[src/rtl/if_stage.sv]
// rtl/if_stage.sv - byte-serial instruction fetch stage assembling 32-bit words for decode
// Optional one-entry skid buffer enabled by defining IF_SKID_EN.
module if_stage #(
  parameter logic [31:0] RESET_PC = 32'h0
) (
  input  logic        clk,
  input  logic        rst_n,
  output logic [31:0] mem_a,
  output logic        mem_rd,
  input  logic [7:0]  mem_din,
  input  logic        jmp_en,
  input  logic [31:0] jmp_pc,
  input  logic        rdy_in,
  output logic        vld_out,
  output logic [31:0] pc_out,
  output logic [31:0] is_out
);

  typedef enum logic [2:0] {
    S_B0   = 3'd0,
    S_B1   = 3'd1,
    S_B2   = 3'd2,
    S_B3   = 3'd3,
    S_LAST = 3'd4,
    S_HOLD = 3'd5
  } state_t;

  state_t      state_q, state_d;
  logic [31:0] fpc_q, fpc_d;
  logic [23:0] word_q, word_d;
  logic        vld_q, vld_d;
  logic [31:0] pc_q, pc_d;
  logic [31:0] is_q, is_d;
  logic        xfer;
  logic [31:0] new_word;

`ifdef IF_SKID_EN
  logic        skid_vld_q, skid_vld_d;
  logic [31:0] skid_pc_q, skid_pc_d;
  logic [31:0] skid_is_q, skid_is_d;
`endif

  logic unused_jmp_lsb;
  assign unused_jmp_lsb = ^jmp_pc[1:0];

  assign xfer     = vld_q & rdy_in;
  assign new_word = {mem_din, word_q};
  assign vld_out  = vld_q;
  assign pc_out   = pc_q;
  assign is_out   = is_q;

  // Memory request: rd is gated by rst_n so it drops the instant reset asserts.
  always_comb begin
    mem_rd = 1'b0;
    mem_a  = fpc_q;
    case (state_q)
      S_B0: begin mem_rd = rst_n; mem_a = fpc_q;          end
      S_B1: begin mem_rd = rst_n; mem_a = fpc_q + 32'd1;  end
      S_B2: begin mem_rd = rst_n; mem_a = fpc_q + 32'd2;  end
      S_B3: begin mem_rd = rst_n; mem_a = fpc_q + 32'd3;  end
      default: begin mem_rd = 1'b0; mem_a = fpc_q;        end
    endcase
  end

  always_comb begin
    state_d = state_q;
    fpc_d   = fpc_q;
    word_d  = word_q;
    vld_d   = vld_q;
    pc_d    = pc_q;
    is_d    = is_q;
`ifdef IF_SKID_EN
    skid_vld_d = skid_vld_q;
    skid_pc_d  = skid_pc_q;
    skid_is_d  = skid_is_q;
`endif

    // Output register drains first; a waiting skid entry refills it.
    if (xfer) begin
      vld_d = 1'b0;
`ifdef IF_SKID_EN
      if (skid_vld_q) begin
        vld_d      = 1'b1;
        pc_d       = skid_pc_q;
        is_d       = skid_is_q;
        skid_vld_d = 1'b0;
      end
`endif
    end

    case (state_q)
      S_B0: state_d = S_B1;
      S_B1: begin word_d[7:0]   = mem_din; state_d = S_B2;   end
      S_B2: begin word_d[15:8]  = mem_din; state_d = S_B3;   end
      S_B3: begin word_d[23:16] = mem_din; state_d = S_LAST; end
      S_LAST: begin
        fpc_d = fpc_q + 32'd4;
`ifdef IF_SKID_EN
        if (!vld_q || (rdy_in && !skid_vld_q)) begin
          vld_d   = 1'b1;
          pc_d    = fpc_q;
          is_d    = new_word;
          state_d = S_B0;
        end else begin
          skid_vld_d = 1'b1;
          skid_pc_d  = fpc_q;
          skid_is_d  = new_word;
          state_d    = S_HOLD;
        end
`else
        // Fetch only restarts after a transfer, so the output is always free here.
        vld_d   = 1'b1;
        pc_d    = fpc_q;
        is_d    = new_word;
        state_d = S_HOLD;
`endif
      end
      S_HOLD: begin
        if (xfer) state_d = S_B0;
      end
      default: state_d = S_B0;
    endcase

    // A redirect overrides everything except the transfer already counted above.
    if (jmp_en) begin
      state_d = S_B0;
      fpc_d   = {jmp_pc[31:2], 2'b00};
      vld_d   = 1'b0;
      word_d  = 24'h0;
`ifdef IF_SKID_EN
      skid_vld_d = 1'b0;
`endif
    end
  end

  always_ff @(posedge clk or negedge rst_n) begin
    if (!rst_n) begin
      state_q <= S_B0;
      fpc_q   <= RESET_PC;
      word_q  <= 24'h0;
      vld_q   <= 1'b0;
      pc_q    <= 32'h0;
      is_q    <= 32'h0;
    end else begin
      state_q <= state_d;
      fpc_q   <= fpc_d;
      word_q  <= word_d;
      vld_q   <= vld_d;
      pc_q    <= pc_d;
      is_q    <= is_d;
    end
  end

`ifdef IF_SKID_EN
  always_ff @(posedge clk or negedge rst_n) begin
    if (!rst_n) begin
      skid_vld_q <= 1'b0;
      skid_pc_q  <= 32'h0;
      skid_is_q  <= 32'h0;
    end else begin
      skid_vld_q <= skid_vld_d;
      skid_pc_q  <= skid_pc_d;
      skid_is_q  <= skid_is_d;
    end
  end
`endif

endmodule

[config.mk]
export PLATFORM = sky130hd
export DESIGN_NAME = if_stage
export DESIGN_NICKNAME = d
export VERILOG_FILES = /design/src/rtl/if_stage.sv
export SDC_FILE = /design/constraint.sdc
export NUM_CORES = 1
export LEC_CHECK = 0
export ABC_AREA = 1
export CELL_PAD_IN_SITES_DETAIL_PLACEMENT = 1
export CELL_PAD_IN_SITES_GLOBAL_PLACEMENT = 1
export CORE_UTILIZATION = 38
export CTS_CLUSTER_DIAMETER = 150
export DETAILED_ROUTE_END_ITERATION = 16
export GPL_TIMING_DRIVEN = 0
export PLACE_DENSITY_LB_ADDON = 0.1
export SYNTH_ARGS = -nofsm -noshare
export SYNTH_HDL_FRONTEND = slang
export SYNTH_SLANG_ARGS = --single-unit
[constraint.sdc]
create_clock -name clk -period 4.7 [get_ports clk]
set_input_delay 0.47 -clock clk [delete_from_list [all_inputs] [get_ports clk]]
set_output_delay 0.47 -clock clk [all_outputs]
set_load 0.1 [all_outputs]
==> results of run 1 <==
[timing repair]
action	CTS	global route
hold endpoints to repair	37	0
hold buffers	1	0
resized for setup	0	0
[cell families after synthesis]
| logic type | Yosys count | share of synthesized area, % |
|---|---|---|
| flops | 120 | 52.5 |
| compound gates | 113 | 10.3 |
| fa+ha+maj | 1 | 0.219 |
| buf+inv | 141 | 10.3 |
| other cells | 1 | 0.0656 |
| simple gates | 366 | 25.7 |
| xor+xnor | 6 | 0.919 |
[worst paths after layout]
path	startpoint	end
setup / recovery	rst_n	mem_rd
hold / removal	pc_out[9]	pc_out[9]
setup reg to reg	fpc_q[3]	fpc_q[22]
hold reg to reg	pc_out[9]	pc_out[9]
max in group asynchronous	rst_n	is_out[7]
min in group asynchronous	rst_n	is_out[19]
[flip-flops by register name (all words and copies together), names as in the netlist]
| name | count |
|---|---|
| fpc_q | 30 |
| is_out | 32 |
| pc_out | 30 |
| state_q | 3 |
| vld_out | 1 |
| word_q | 24 |
[cell type report]
class	instances	share of cell area, %
Clock inverter	5	0.350
Clock buffer	21	5.98
Sequential cell	120	38.2
Timing Repair Buffer	139	17.9
Multi-Input combinational cell	488	27.1
Tap cell	184	2.93
Inverter	84	4.04
Buffer	57	3.45
[through the flow]
stage | hold WS (ns) | util, % | TNS (ns) | cells
2_1_floorplan | 0.174 | - | 0 | 749
4_1_cts | 0.481 | 53.9 | 0 | 1098
3_3_place_gp | 0.459 | 50.2 | -196.66 | 1070
3_5_place_dp | 0.401 | 50.4 | 0 | 1071
5_1_grt | 0.506 | 53.9 | 0 | 1098
6_report | 0.478 | 53.9 | 0 | 1098
[layer usage]
metal | vias up | global-route usage, % | routed length [um]
met3 | 23 | 3.74 | 911
met2 | 138 | 45.5 | 9790
li1 | 2617 | - | -
met5 | - | 0 | 0
met4 | 0 | 8.72 | 292
met1 | 2716 | 30.3 | 7880
[Yosys cell counts]
library cell	instances
a21oi_1	4
a31oi_1	2
and2_1	1
buf_2	10
buf_4	8
buf_6	2
clkbuf_1	37
conb_1	1
dfrtp_1	120
ha_1	1
inv_1	80
inv_2	3
inv_4	1
nand2_1	255
nand2_2	1
nand3_1	42
nand3b_1	1
nand4_1	3
nor2_1	59
nor2_4	2
nor3_1	1
nor3_4	1
o211ai_1	6
o21ai_0	48
o21ai_1	51
o21bai_1	2
xnor2_1	2
xor2_1	4
[power breakdown]
part | switching, mW | total [mW] | internal (mW)
combinational | 2.26 | 2.87 | 0.601
clock | 0.438 | 1.13 | 0.691
sequential | 0.178 | 1.48 | 1.30
[critical path: stages]
cell and delay (ns):
dlygate4sd3_1 0.54, buf_6 0.34, buf_16 0.36, inv_1 0.08, nor2_1 0.18, clkdlybuf4s50_1 1.17
==> flow_summary.json, run 1 <==
{
  "outcome": "finished, final reports clean",
  "cts_max_level": 4,
  "fin_ws_ns": 1.01,
  "clkSlewWorstSetupHoldPaths_ns": 0.05,
  "area_growth_pct": 37.4,
  "cts_made_buffers": 17,
  "drv_slew": 0,
  "antenna_cells": 0,
  "die_h_um": 125,
  "drc_errors": 0,
  "clock.fmax_mhz": 271,
  "core_area_um2": 14600,
  "endpoint_kind": "primary output",
  "cts-root-buf": "clkbuf_16",
  "hold_depth": 2,
  "regArea_um2": 3000,
  "synth.distinct_cells": 28,
  "cts_sinks": 120,
  "clock_skew_ns": 0.00917,
  "vias_per_cell": 5.00,
  "dp_worst_setup_slack_ns": 1.58,
  "grt_usage_pct": 25.2,
  "power_density_nw_per_um2": 696,
  "vias": 5494,
  "worst_setup_path_start_kind": "input pin",
  "die_area_um2": 15500,
  "grt_max_degree": 85,
  "synth_top_area_share_pct": 52.5,
  "grt_pass1_wl_um": 30600,
  "yosysWarnings": 0,
  "relSlewSlack_pct": 31.2,
  "crit_fanout": 84,
  "wire_per_inst_um": 17.2,
  "nets": 952,
  "path_class": "input pin to primary output",
  "nFillCells": 1784,
  "dr.pass1.iters": 4,
  "cts_tree": "done",
  "setup_viol": 0,
  "grt_pass1_vias": 5943,
  "syn_area_um2": 5720,
  "post-route-period-util_pct": 78.5,
  "r2r_cells": 8,
  "hp-class": "flip-flop to flip-flop",
  "placed_cell_area_um2": 7350,
  "layout_common_cells": "255 x nand2_1, 136 x clkdlybuf4s50_1, 120 x dfrtp_1",
  "dp_hpwl_um": 13700,
  "final_area_um2": 7860,
  "cts_setup_buffers": 0,
  "antenna_found_initial": 0,
  "num_rows": 44,
  "tightestPinTransition_ns": 1.03,
  "vdd_drop_max_uv": 447,
  "drt-initial-drc-count": 229,
  "syn_inst": 748,
  "period_minus_slack_ns": 3.69,
  "final_common_cell": "nand2_1",
  "clk_path_buf_depth": 2,
  "ant_nets": 0,
  "synth.area.top_cells": "dfrtp_1 52%, nand2_1 17%, inv_1 5.2%",
  "cp.required_ns": 4.23,
  "final_layout_size_suffix_gt1_share_pct": 6.02,
  "yosysTopAreaCell": "dfrtp_1",
  "wirelength_um": 18900,
  "ys_seq_area_share_pct": 52.5,
  "maxCapViolations": 0,
  "multi_input_area_um2": 2130,
  "worstSkewPairLatency_ns": 0.42,
  "cp.arrival_ns": 3.22,
  "avgSynthCellArea_um2": 7.65,
  "power.leakage_nw": 3.60,
  "rsz0062_at_grt": "false",
  "ios": 142,
  "grt-ovfl-total": 0,
  "numPortBuffers": 137,
  "die_w_um": 125,
  "start_util_pct": 39.2,
  "routabilityCongestion": 0.841,
  "yosys_register_bits": 120,
  "finalPower_mw": 5.47,
  "final-hold-violation-count": 0,
  "reg2reg_setup_slack_ns": 2.71
}
Power figures use the tool's default switching activity.
==> inputs of run 2 (changes only) <==
--- a/config.mk
+++ b/config.mk
@@ -8,7 +8,7 @@
 export ABC_AREA = 1
 export CELL_PAD_IN_SITES_DETAIL_PLACEMENT = 1
 export CELL_PAD_IN_SITES_GLOBAL_PLACEMENT = 1
-export CORE_UTILIZATION = 38
+export CORE_UTILIZATION = 36
 export CTS_CLUSTER_DIAMETER = 150
 export DETAILED_ROUTE_END_ITERATION = 16
 export GPL_TIMING_DRIVEN = 0
==> constraint.sdc (replaced) <==
create_clock -name clk -period 3.8 [get_ports clk]
set_input_delay 0.38 -clock clk [delete_from_list [all_inputs] [get_ports clk]]
set_output_delay 0.38 -clock clk [all_outputs]
set_load 0.1 [all_outputs]
==> flow_summary.json, run 2 (same netlist as run 1, synthesis figures left out) <==
{
  "outcome": "finished, final reports clean",
  "worst_setup_path_start_kind": "input pin",
  "final_common_cell": "nand2_1",
  "antenna_cells": 0,
  "path_class": "input pin to primary output",
  "reg2reg_setup_slack_ns": 1.92,
  "start_util_pct": 37.2,
  "crit_cells": 5,
  "clk_path_buf_depth": 2,
  "relSlewSlack_pct": 31.0,
  "post-route-period-util_pct": 81.4,
  "power.leakage_nw": 3.67,
  "wirelength_um": 18600,
  "critPathLaunch": "rst_n",
  "endpoint_kind": "primary output",
  "final_area_um2": 8040,
  "p_comb_share_pct": 49.4,
  "clkSlewWorstSetupHoldPaths_ns": 0.05,
  "cts_made_buffers": 17,
  "antenna_found_initial": 0,
  "placed_cell_area_um2": 7390,
  "die_area_um2": 16400,
  "cts_tree": "done",
  "crit_family": "buffers and inverters",
  "cts_setup_buffers": 0,
  "grt_pass1_wl_um": 30200,
  "routabilityCongestion": 0.869,
  "cts_max_level": 4,
  "pwr-share-seq_pct": 25.6,
  "sw_frac_of_total_pct": 50.2,
  "holdWs_ns": 0.474,
  "maxCapViolations": 0,
  "cp.required_ns": 3.42,
  "vias_per_cell": 4.85,
  "die_h_um": 128,
  "endpoint": "mem_rd",
  "power_density_nw_per_um2": 889,
  "p_sw_mw": 3.59,
  "numPortBuffers": 137,
  "ant_nets": 0,
  "drv_slew": 0,
  "nFillCells": 1853,
  "dp_hpwl_um": 13800,
  "cts-root-buf": "clkbuf_16",
  "nets": 952,
  "cp.arrival_ns": 2.71,
  "worstPathBufferInverterCount": 4,
  "layout_common_cells": "255 x nand2_1, 136 x clkdlybuf4s50_1, 120 x dfrtp_1",
  "p_int_mw": 3.56,
  "tightestPinTransition_ns": 1.03,
  "max_stage_delay_ns": 1.15,
  "hp-class": "input pin to asynchronous set/reset pin",
  "clock_skew_ns": 0.00674,
  "wire_per_inst_um": 16.5,
  "worstSkewPairLatency_ns": 0.42,
  "cts_resized": 0,
  "clock.fmax_mhz": 323,
  "vias": 5479,
  "crit_fanout": 48,
  "final.setup.tns_ns": 0,
  "grt_pass1_vias": 5872,
  "vdd_drop_max_uv": 502,
  "clkPwrFrac_pct": 24.9,
  "reg2reg_from": "fpc_q[3]",
  "period_minus_slack_ns": 3.09,
  "die_w_um": 128,
  "dr.pass1.iters": 4,
  "r2r_cells": 8,
  "crit_path_top_delay_cell": "clkdlybuf4s50_1",
  "crit_chain": "dlygate4sd3_1 > buf_6 > inv_1 > nor2_1 > clkdlybuf4s50_1",
  "core_area_um2": 15400,
  "grt_max_degree": 75,
  "largest_register_ff_count": 32,
  "final-hold-violation-count": 0,
  "fin_ws_ns": 0.706,
  "timing.rr.end": "fpc_q[18]",
  "grt_usage_pct": 24.4,
  "dp_worst_setup_slack_ns": 1.25,
  "area_growth_pct": 40.6,
  "num_rows": 45,
  "drt-initial-drc-count": 218,
  "drc_errors": 0,
  "rsz0062_at_grt": "false",
  "grt-ovfl-total": 0,
  "final_layout_size_suffix_gt1_share_pct": 6.31,
  "ios": 142,
  "cts_sinks": 120,
  "setup_viol": 0
}
## run 2: cell types whose count changed in the layout (fill, tap and decap cells not counted)
cell / change
bufinv_16: +5
clkbuf_1: +2
clkinv_2: -2
## run 2: what timing repair did
| item | 4_1_cts | 5_1_grt |
|---|---|---|
| hold buffers | 1 | 0 |
| endpoints found under the hold margin | 46 | 0 |
| endpoints found under the setup margin | 0 | 0 |
## run 2: power by group through the flow
stage / clock network, mW / registers, mW / logic, mW
5_1_grt: 1.86 / 1.88 / 3.67
3_5_place_dp: 0 / 1.85 / 3.54
6_report: 1.78 / 1.83 / 3.53
4_1_cts: 1.80 / 1.83 / 3.55
2_1_floorplan: 0 / 3.80 / 0.688
3_3_place_gp: 0 / 1.83 / 3.51
## run 2: how the worst min path moves through the flow
stage	startpoint	to	slack (ns)	depth (start not counted)
6_report	rst_n	is_out[28]	0.47	2
5_1_grt	rst_n	is_out[28]	0.51	2
4_1_cts	rst_n	is_out[28]	0.49	2
3_5_place_dp	rst_n	is_out[27]	0.35	1
3_3_place_gp	pc_out[9]	pc_out[9]	0.46	2
2_1_floorplan	rst_n	fpc_q[10]	0.08	0
## run 2: stage by stage
step | std cells | utilization (%) | total power [mW]
2_1_floorplan | 749 | - | 4.48
3_3_place_gp | 1097 | 47.9 | 5.34
3_5_place_dp | 1098 | 48.1 | 5.39
4_1_cts | 1130 | 52.3 | 7.19
5_1_grt | 1130 | 52.3 | 7.40
6_report | 1130 | 52.3 | 7.15
## run 2: routing by layer
layer / global-route usage, % / vias to the layer above / routed length (um)
li1: - / 2622 / -
met1: 29.6 / 2683 / 8110
met2: 42.3 / 139 / 9350
met3: 4.17 / 35 / 676
met4: 11.2 / 0 / 493
met5: 0 / - / 0
## run 2: worst reg2reg max path, stage by stage, from the launching register on
cell	delay (ns)
dfrtp_1	0.43
ha_1	0.25
inv_1	0.08
nor2_1	0.31
nand2_1	0.22
nor2_4	0.22
nand3_1	0.09
nand3_1	0.09
nand3_1	0.07
## run 2: cell type report
class                      count  area [um2]  area share, %
sequential                   120        3000           37.3
multi-input combinational    488        2130           26.5
timing repair buffer         139        1410           17.5
clock buffer                  23         478           5.94
inverter                      84         318           3.95
buffer                        57         272           3.38
tap                          211         264           3.28
clock inverter                 8         168           2.08
